File: src/rtl/pe_pkg.sv
// rtl/pe_pkg.sv - shared encodings, state type and default widths for the PE vector accumulator
package pe_pkg;

  localparam logic PE_MODE_MAC = 1'b0;
  localparam logic PE_MODE_MAX = 1'b1;

  typedef enum logic {
    ST_IDLE = 1'b0,
    ST_ACC  = 1'b1
  } pe_state_t;

  localparam int PE_LANES  = 4;
  localparam int PE_DATA_W = 16;
  localparam int PE_FRAC   = 13;
  localparam int PE_PSUM_W = 16;
  localparam int PE_ACC_W  = 40;
  localparam int PE_CNT_W  = 8;

endpackage

File: src/rtl/pe_sat_round.sv
// rtl/pe_sat_round.sv - round-half-up fixed-point shift followed by signed saturation with clip flag
module pe_sat_round
  import pe_pkg::*;
#(
  parameter int ACC_W  = PE_ACC_W,
  parameter int FRAC   = PE_FRAC,
  parameter int PSUM_W = PE_PSUM_W
) (
  input  logic signed [ACC_W-1:0]  acc_in,
  input  logic                     round_en,
  output logic signed [PSUM_W-1:0] res,
  output logic                     sat
);

  // One extra headroom bit so adding the half-LSB can never wrap.
  localparam logic signed [ACC_W:0] HALF  = {{(ACC_W+1-FRAC){1'b0}}, 1'b1, {(FRAC-1){1'b0}}};
  localparam logic signed [ACC_W:0] MAX_V = {{(ACC_W+2-PSUM_W){1'b0}}, {(PSUM_W-1){1'b1}}};
  localparam logic signed [ACC_W:0] MIN_V = {{(ACC_W+2-PSUM_W){1'b1}}, {(PSUM_W-1){1'b0}}};

  logic signed [ACC_W:0] ext;
  logic signed [ACC_W:0] shifted;

  // Optional rounding shift, then clamp into the PSUM_W signed range.
  always_comb begin
    ext     = {acc_in[ACC_W-1], acc_in};
    shifted = round_en ? ((ext + HALF) >>> FRAC) : ext;
    sat     = 1'b0;
    if (shifted > MAX_V) begin
      res = MAX_V[PSUM_W-1:0];
      sat = 1'b1;
    end else if (shifted < MIN_V) begin
      res = MIN_V[PSUM_W-1:0];
      sat = 1'b1;
    end else begin
      res = shifted[PSUM_W-1:0];
    end
  end

endmodule

File: src/rtl/pe_vec_acc.sv
// rtl/pe_vec_acc.sv - multi-lane MAC / MAX-pool processing element with group accumulation
module pe_vec_acc
  import pe_pkg::*;
#(
  parameter int LANES  = PE_LANES,
  parameter int DATA_W = PE_DATA_W,
  parameter int FRAC   = PE_FRAC,
  parameter int PSUM_W = PE_PSUM_W,
  parameter int ACC_W  = PE_ACC_W,
  parameter int CNT_W  = PE_CNT_W
) (
  input  logic                      clk,
  input  logic                      rst_n,
  input  logic                      mode,
  input  logic [CNT_W-1:0]          acc_len,
  input  logic                      in_valid,
  output logic                      in_ready,
  input  logic [LANES*DATA_W-1:0]   ifm,
  input  logic [LANES*DATA_W-1:0]   wgt,
  input  logic signed [PSUM_W-1:0]  psum_in,
  output logic                      out_valid,
  input  logic                      out_ready,
  output logic signed [PSUM_W-1:0]  psum_out,
  output logic                      sat_flag
);

  localparam int PROD_W = 2 * DATA_W;

  logic             advance, beat, first, last, cur_mode;
  logic [CNT_W-1:0] len_eff, cnt, len_r;
  logic             mode_r;
  pe_state_t        state;

  logic signed [DATA_W-1:0] ifm_l [LANES];
  logic signed [DATA_W-1:0] wgt_l [LANES];
  logic signed [PROD_W-1:0] lane_val [LANES];

  logic                     s1_valid, s1_first, s1_last, s1_mode;
  logic signed [PSUM_W-1:0] s1_psum;
  logic signed [PROD_W-1:0] s1_lane [LANES];

  logic signed [ACC_W-1:0]  acc, acc_next, lane_sum, lane_max, lane_ext, psum_ext, base;
  logic                     done, done_mode;
  logic signed [PSUM_W-1:0] sr_res;
  logic                     sr_sat;

  // A pending, unconsumed result stalls the whole pipe.
  assign advance  = !(out_valid && !out_ready);
  assign in_ready = advance;
  assign beat     = in_valid && advance;
  assign len_eff  = (acc_len == '0) ? CNT_W'(1) : acc_len;
  assign first    = (state == ST_IDLE);
  assign cur_mode = first ? mode : mode_r;
  assign last     = first ? (len_eff == CNT_W'(1)) : (cnt == len_r - CNT_W'(1));

  for (genvar g = 0; g < LANES; g++) begin : g_lane
    assign ifm_l[g] = ifm[g*DATA_W +: DATA_W];
    assign wgt_l[g] = wgt[g*DATA_W +: DATA_W];
  end

  // Group framing: latch mode/length on the first beat, count beats until the last.
  always_ff @(posedge clk or negedge rst_n) begin
    if (!rst_n) begin
      state  <= ST_IDLE;
      cnt    <= '0;
      len_r  <= '0;
      mode_r <= PE_MODE_MAC;
    end else if (beat) begin
      if (first) begin
        mode_r <= mode;
        len_r  <= len_eff;
      end
      if (last) begin
        state <= ST_IDLE;
        cnt   <= '0;
      end else begin
        state <= ST_ACC;
        cnt   <= cnt + CNT_W'(1);
      end
    end
  end

  // Per-lane operand: full-precision product for MAC, sign-extended ifm for MAX.
  always_comb begin
    for (int i = 0; i < LANES; i++) begin
      if (cur_mode == PE_MODE_MAX) lane_val[i] = {{DATA_W{ifm_l[i][DATA_W-1]}}, ifm_l[i]};
      else                         lane_val[i] = ifm_l[i] * wgt_l[i];
    end
  end

  // Stage 1: register lane operands together with the group framing of the beat.
  always_ff @(posedge clk or negedge rst_n) begin
    if (!rst_n) begin
      s1_valid <= 1'b0;
      s1_first <= 1'b0;
      s1_last  <= 1'b0;
      s1_mode  <= PE_MODE_MAC;
      s1_psum  <= '0;
      for (int i = 0; i < LANES; i++) s1_lane[i] <= '0;
    end else if (advance) begin
      s1_valid <= beat;
      if (beat) begin
        s1_first <= first;
        s1_last  <= last;
        s1_mode  <= cur_mode;
        s1_psum  <= psum_in;
        for (int i = 0; i < LANES; i++) s1_lane[i] <= lane_val[i];
      end
    end
  end

  // Lane reduction and accumulator update; the first beat reseeds from psum so groups never mix.
  always_comb begin
    lane_sum = '0;
    lane_ext = '0;
    lane_max = {{(ACC_W-PROD_W){s1_lane[0][PROD_W-1]}}, s1_lane[0]};
    for (int i = 0; i < LANES; i++) begin
      lane_ext = {{(ACC_W-PROD_W){s1_lane[i][PROD_W-1]}}, s1_lane[i]};
      lane_sum = lane_sum + lane_ext;
      if (lane_ext > lane_max) lane_max = lane_ext;
    end
    psum_ext = {{(ACC_W-PSUM_W){s1_psum[PSUM_W-1]}}, s1_psum};
    if (s1_first) base = (s1_mode == PE_MODE_MAC) ? (psum_ext <<< FRAC) : psum_ext;
    else          base = acc;
    if (s1_mode == PE_MODE_MAC) acc_next = base + lane_sum;
    else                        acc_next = (lane_max > base) ? lane_max : base;
  end

  // Stage 2: accumulator and a one-cycle "group complete" marker.
  always_ff @(posedge clk or negedge rst_n) begin
    if (!rst_n) begin
      acc       <= '0;
      done      <= 1'b0;
      done_mode <= PE_MODE_MAC;
    end else if (advance) begin
      done <= s1_valid && s1_last;
      if (s1_valid) begin
        acc       <= acc_next;
        done_mode <= s1_mode;
      end
    end
  end

  pe_sat_round #(
    .ACC_W  (ACC_W),
    .FRAC   (FRAC),
    .PSUM_W (PSUM_W)
  ) u_sat_round (
    .acc_in   (acc),
    .round_en (done_mode == PE_MODE_MAC),
    .res      (sr_res),
    .sat      (sr_sat)
  );

  // Output register: holds while stalled, otherwise loads the finished group or clears.
  always_ff @(posedge clk or negedge rst_n) begin
    if (!rst_n) begin
      out_valid <= 1'b0;
      psum_out  <= '0;
      sat_flag  <= 1'b0;
    end else if (advance) begin
      out_valid <= done;
      psum_out  <= done ? sr_res : '0;
      sat_flag  <= done && sr_sat;
    end
  end

endmodule
File: config.mk
export PLATFORM = sky130hd
export DESIGN_NAME = pe_vec_acc
export DESIGN_NICKNAME = d
export VERILOG_FILES = /design/src/rtl/pe_pkg.sv /design/src/rtl/pe_sat_round.sv /design/src/rtl/pe_vec_acc.sv
export SDC_FILE = /design/constraint.sdc
export NUM_CORES = 2
export LEC_CHECK = 0
export CAP_MARGIN = 20
export CORE_MARGIN = 3
export CORE_UTILIZATION = 50
export CTS_CLUSTER_SIZE = 40
export DETAILED_ROUTE_END_ITERATION = 12
export PLACE_DENSITY_LB_ADDON = 0.08
export REMOVE_ABC_BUFFERS = 1
export SLEW_MARGIN = 20
export SYNTH_ARGS = -nofsm -noshare
export SYNTH_HDL_FRONTEND = slang
export SYNTH_SLANG_ARGS = --single-unit
File: constraint.sdc
create_clock -name clk -period 13.8 [get_ports clk]
set_clock_uncertainty 0.2 [all_clocks]
set_input_delay 2.76 -clock clk [delete_from_list [all_inputs] [get_ports clk]]
set_output_delay 2.76 -clock clk [all_outputs]
set_load 0.1 [all_outputs]
Yosys cells after proc, flatten, opt, wreduce, memory -nomap -nowiden. Cells that the tools add are included.

Register bits: 226. Bits of input ports: 157. Output and inout bits: 19. Word-level logic and storage cells: 72.

Add/subtract/negate cells: 7. Equal/unequal tests: 2. Mux-type cells: 22. Magnitude comparators: 6. Multipliers: 4. Reduce and logical (&&, ||, !) cells: 10. Bitwise operators: 2.

Operators with widths (number): 40-bit 2-to-1 mux (6); 16-bit by 16-bit multiplier with 32-bit output (4); 32-bit 2-to-1 mux (4); 32-bit by 40-bit > comparator with 1-bit output (2); 16-bit 2-to-1 mux (3); 40-bit by 14-bit adder with 41-bit output (second input constant) (1); 41-bit by 16-bit > comparator with 1-bit output (second input constant) (1); 41-bit by 16-bit less-than comparator with 1-bit output (second input constant) (1); 41-bit 2-to-1 mux (1); 40-bit by 35-bit adder with 40-bit output (1); 40-bit > comparator (1); 34-bit by 32-bit adder with 35-bit output (1); 33-bit by 32-bit adder with 34-bit output (1); 32-bit by 32-bit adder with 33-bit output (1); 32-bit > comparator (1); 28-bit 2-to-1 mux (1); 8-bit 2-to-1 mux (2); 8-bit by 1-bit adder with 8-bit output (second input constant) (1); 8-bit by 1-bit equality test with 1-bit output (second input constant) (1); 8-bit equality test (1); 8-bit logical NOT (1); 8-bit by 1-bit subtractor with 8-bit output (second input constant) (1); 2-bit AND reduction (3); 1-bit 2-to-1 mux (5); 3 further kinds (8).

Depth between registers and ports, before layout.
Depth after elaboration: 9. Gate-level depth with buffers: 52. Gate-level depth less buffers: 46.

Cells and area by module. Synthesis repeated with hierarchy kept, for this count alone.

Cell total of the unflattened synthesis: 6532. Area total of the unflattened synthesis: 58608.7 um^2.

Modules (own cells, without submodules): pe_vec_acc (times used 1, cells an instance 6334, area each 57256.2 um^2, sequential area each 5630.4 um^2); pe_sat_round (times used 1, cells an instance 198, area each 1352.5 um^2, sequential area each 0.0 um^2).

Worst setup path after synthesis. Ideal clock, no wire load.

Kind: register to register. Start point: register s1_lane[73] in the netlist's numbering. End point: register acc[9]. Buffers on the path: 6. Setup time: 0.126 ns. Path slack: 2.777 ns. Required time: 13.474 ns. Cell stages (with the launch flop): 48. Data arrival time: 10.697 ns. Period minus slack after synthesis: 11.023 ns. Cell sequence: dfrtp_1 ha_1 a211oi_1 o21ai_1 o2111a_1 o31a_1 o31ai_1 buf_6 clkbuf_1 mux2i_1 ha_1 a21o_1 a21o_1 a21oi_1 o221ai_1 a221oi_1 o21ai_0 a41o_1 [... 12 more ...] nor3_1 mux2_2 nand2_1 clkbuf_1 mux2_2 ha_1 a21o_1 a21o_1 a21o_1 a21o_1 a221oi_1 o21ai_1 a2111o_1 or3_1 o2bb2ai_1 clkbuf_1 a32o_1 a221o_1.

Longest elaborated chain between the ends: 9. Elaborated cells on any way between the ends: 13. Classes of those cells: add/sub: 4; order compare: 4; mux: 5.

Ends and longest elaborated chain: from (decl) (line pe_vec_acc.sv:40) `logic signed [PROD_W-1:0] s1_lane [LANES];`; 32-bit > comparator (line pe_vec_acc.sv:120) `if (lane_ext > lane_max) lane_max = lane_ext;`; 40-bit 2-to-1 mux (line pe_vec_acc.sv:120); 32-bit by 40-bit > comparator with 1-bit output (line pe_vec_acc.sv:120); 40-bit 2-to-1 mux (line pe_vec_acc.sv:120); 32-bit by 40-bit > comparator with 1-bit output (line pe_vec_acc.sv:120); 40-bit 2-to-1 mux (line pe_vec_acc.sv:120); 40-bit > comparator (line pe_vec_acc.sv:126) `else acc_next = (lane_max > base) ? lane_max : base;`; 40-bit 2-to-1 mux (line pe_vec_acc.sv:126); 40-bit 2-to-1 mux * (line pe_vec_acc.sv:125) `if (s1_mode == PE_MODE_MAC) acc_next = base + lane_sum;`; to (signal assigned) (line pe_vec_acc.sv:138) `acc <= acc_next;`; to (decl) (line pe_vec_acc.sv:42) `logic signed [ACC_W-1:0] acc, acc_next, lane_sum, lane_max, lane_ext, psum_ext, base;`.

Every way passes the cells marked *; elsewhere a longest branch is shown, timed or not. A chain may end at the register's enable or synchronous reset.

Final worst setup path.
Start point: register s1_lane[106] in the netlist's numbering. End point: register acc[22].

The elaborated chain is that of the path after synthesis.

==> results.yml <==
run_status:
  status: "complete, no violations"
timing:
  period_needed_ps: 12840
  fmax_mhz: 77.9
  max_slew_margin_pct: 17.9
  worst_slack_ps: 960
  final-setup-viol-count: 0
  finalCritPeriodShare_pct: 93.0
  hold_viol_final: 0
  grt_setup_unrepaired: "false"
  slew_violations: 0
  tightestPinTransition_ps: 1220
clock_tree:
  cts-root-to-sink-buffers: 3
  cts_sinks: 225
  cts.clk_slew.worst_paths_ps: 70
  holdBufCountCts: 0
  root_buffer: "clkbuf_16"
  clock_latency_ps: 590
  ctsResizeCount: 0
  postCtsSetupBuffers: 0
  cts_made_buffers: 27
  htree_levels: 1
  cts_tree: "yes"
synthesis:
  ys_async_sr_fraction_pct: 100
  ys_seq_area_share_pct: 9.69
  synth.avg_cell_area_sq_um: 9.01
  synth_cells: 6454
  netlist_area_sq_um: 58100
  synth-seq-cells: 225
  ys_types: 78
  ys.flop_type: "dfrtp_1"
  yosysWarnings: 0
  synth_edf_count: 0
route:
  highest-signal-layer: "met4"
  vias: 43900
  ant_nets: 0
  wl_met3_um: 9550
  drt_wl_total_um: 170000
  routed_via_density: 5.50
  drt-initial-drc-count: 2651
  first_pass_iters: 5
  drc: 0
  wl_met2_um: 79100
  met1_length_um: 76500
  wl_per_cell_um: 21.2
finish:
  layout_commonest_cell: "inv_1"
  final_cell_mix: "inv_1, fa_1, nand2_1, ha_1, and2_1"
  synthToLayoutAreaGrowth_pct: 6.97
  final_nets: 8267
  drive_gt1_share_pct: 2.49
worst_setup_path:
  required_ps: 14030
  rrSetupSlack_ps: 960
  crit_path_end_kind: "register"
  max_stage_delay_ps: 630
  start_kind: "register"
  crit_path_max_fanout: 33
  critPathKind: "register to register"
  critical-path-slowest-cell: "a211o_1"
  crit_arrival_ps: 13070
floorplanning:
  fp.coreArea_sq_um: 115000
  placementRows: 124
  initial_core_util_pct: 50.6
  dieArea_sq_um: 120000
  dieWidth_um: 347
  fp.dieH_um: 347
  pin_count: 176
global_routing:
  grt_max_degree: 122
  grt_usage_pct: 29.0
  grt_pass1_wl_um: 273000
  grt_pass1_vias: 46800
  grt_antenna_before_repair: 2
  grt.overflow.total: 0
placement:
  hpwlAfterDp_um: 140000
  io_buffer_count: 175
  post-place-ws_ps: 1150
  gp_congestion: 0.971
min_path:
  hold_class: "register to register"
job:
  cap_violations: 0
## worst paths after layout
path / from / end / cells past startpoint
worst max-delay path: s1_lane[106] / acc[22] / 46
worst min register to register: sat_flag / sat_flag / 2
worst max register to register: s1_lane[106] / acc[22] / 46
worst min-delay path: sat_flag / sat_flag / 2
max in group asynchronous: rst_n / s1_lane[114] / 2
min in group asynchronous: rst_n / s1_psum[2] / 1
## through the flow
step,cell area [sq um],utilization [%],setup TNS (ps),hold slack (ps),instances
detailed placement,61200,53.3,0,288,7936
finish,62200,54.2,0,293,7987
global placement,61200,53.3,0,273,7936
global route,62200,54.2,0,332,7985
CTS,62200,54.2,0,298,7985
floorplan,57200,-,-58780,259,6206
## flip-flops by register name, summed over array words and instances, names as in the netlist, 8 cells and up
register	flops
s1_lane	96
acc	40
lane_ext	32
psum_out	16
s1_psum	16
cnt	8
len_r	8
## cells by family after synthesis
| logic type | Yosys count | share of synthesized area, % |
|---|---|---|
| AND/OR/NAND/NOR | 1775 | 14.4 |
| multiplexers | 101 | 1.83 |
| AO/OA/AOI/OAI | 930 | 10.2 |
| buffers and inverters | 1547 | 10.1 |
| flip-flops | 225 | 9.69 |
| adder cells (fa/ha/maj) | 1657 | 50.5 |
| XOR/XNOR | 219 | 3.30 |
## cell type report
| type | count | area, sq um |
|---|---|---|
| Fill cell | 10900 | 52600 |
| Antenna cell | 2 | 5.00 |
| Clock inverter | 15 | 240 |
| Clock buffer | 34 | 732 |
| Timing Repair Buffer | 218 | 2100 |
| Tap cell | 1512 | 1890 |
| Multi-Input combinational cell | 4682 | 46700 |
| Sequential cell | 225 | 5630 |
| Inverter | 1299 | 4880 |
## worst max-delay path, delay by kind of cell (launching register included)
family	cells	cell delay, ps
compound gates	20	5030
simple gates	11	2730
mux	4	1520
buf+inv	7	1470
fa+ha+maj	4	1250
flops	1	440
## synth_stat cells (17+ instances only)
master	count	area, sq um
a21o_1	89	668
nand3_1	47	235
o21a_1	34	255
o21ai_1	33	165
and2_1	402	2510
o21ai_0	174	871
nand4_1	46	288
nor3_1	29	145
mux2_2	38	428
a22o_1	18	158
o211ai_1	23	173
fa_1	1151	23000
clkbuf_1	224	841
ha_1	506	6330
dfrtp_1	225	5630
a21oi_1	286	1430
o21bai_1	17	128
a31oi_1	40	250
and3_1	17	106
mux2i_1	61	611
nor2_1	210	788
xnor2_1	153	1340
nand2b_1	73	457
nor2b_1	35	219
nand2_1	864	3240
inv_1	1297	4870
xor2_1	66	578
a211oi_1	44	330
## metal layers
metal  GRT usage (%)  vias to the layer above
li1                -                    20100
met3            2.90                      195
met5               0                        -
met1            41.9                    22500
met2            47.6                     1144
met4            6.46                        0
Power is not shown: default switching activity piles up to over one toggle a cycle in this logic, so the estimate is an artifact.
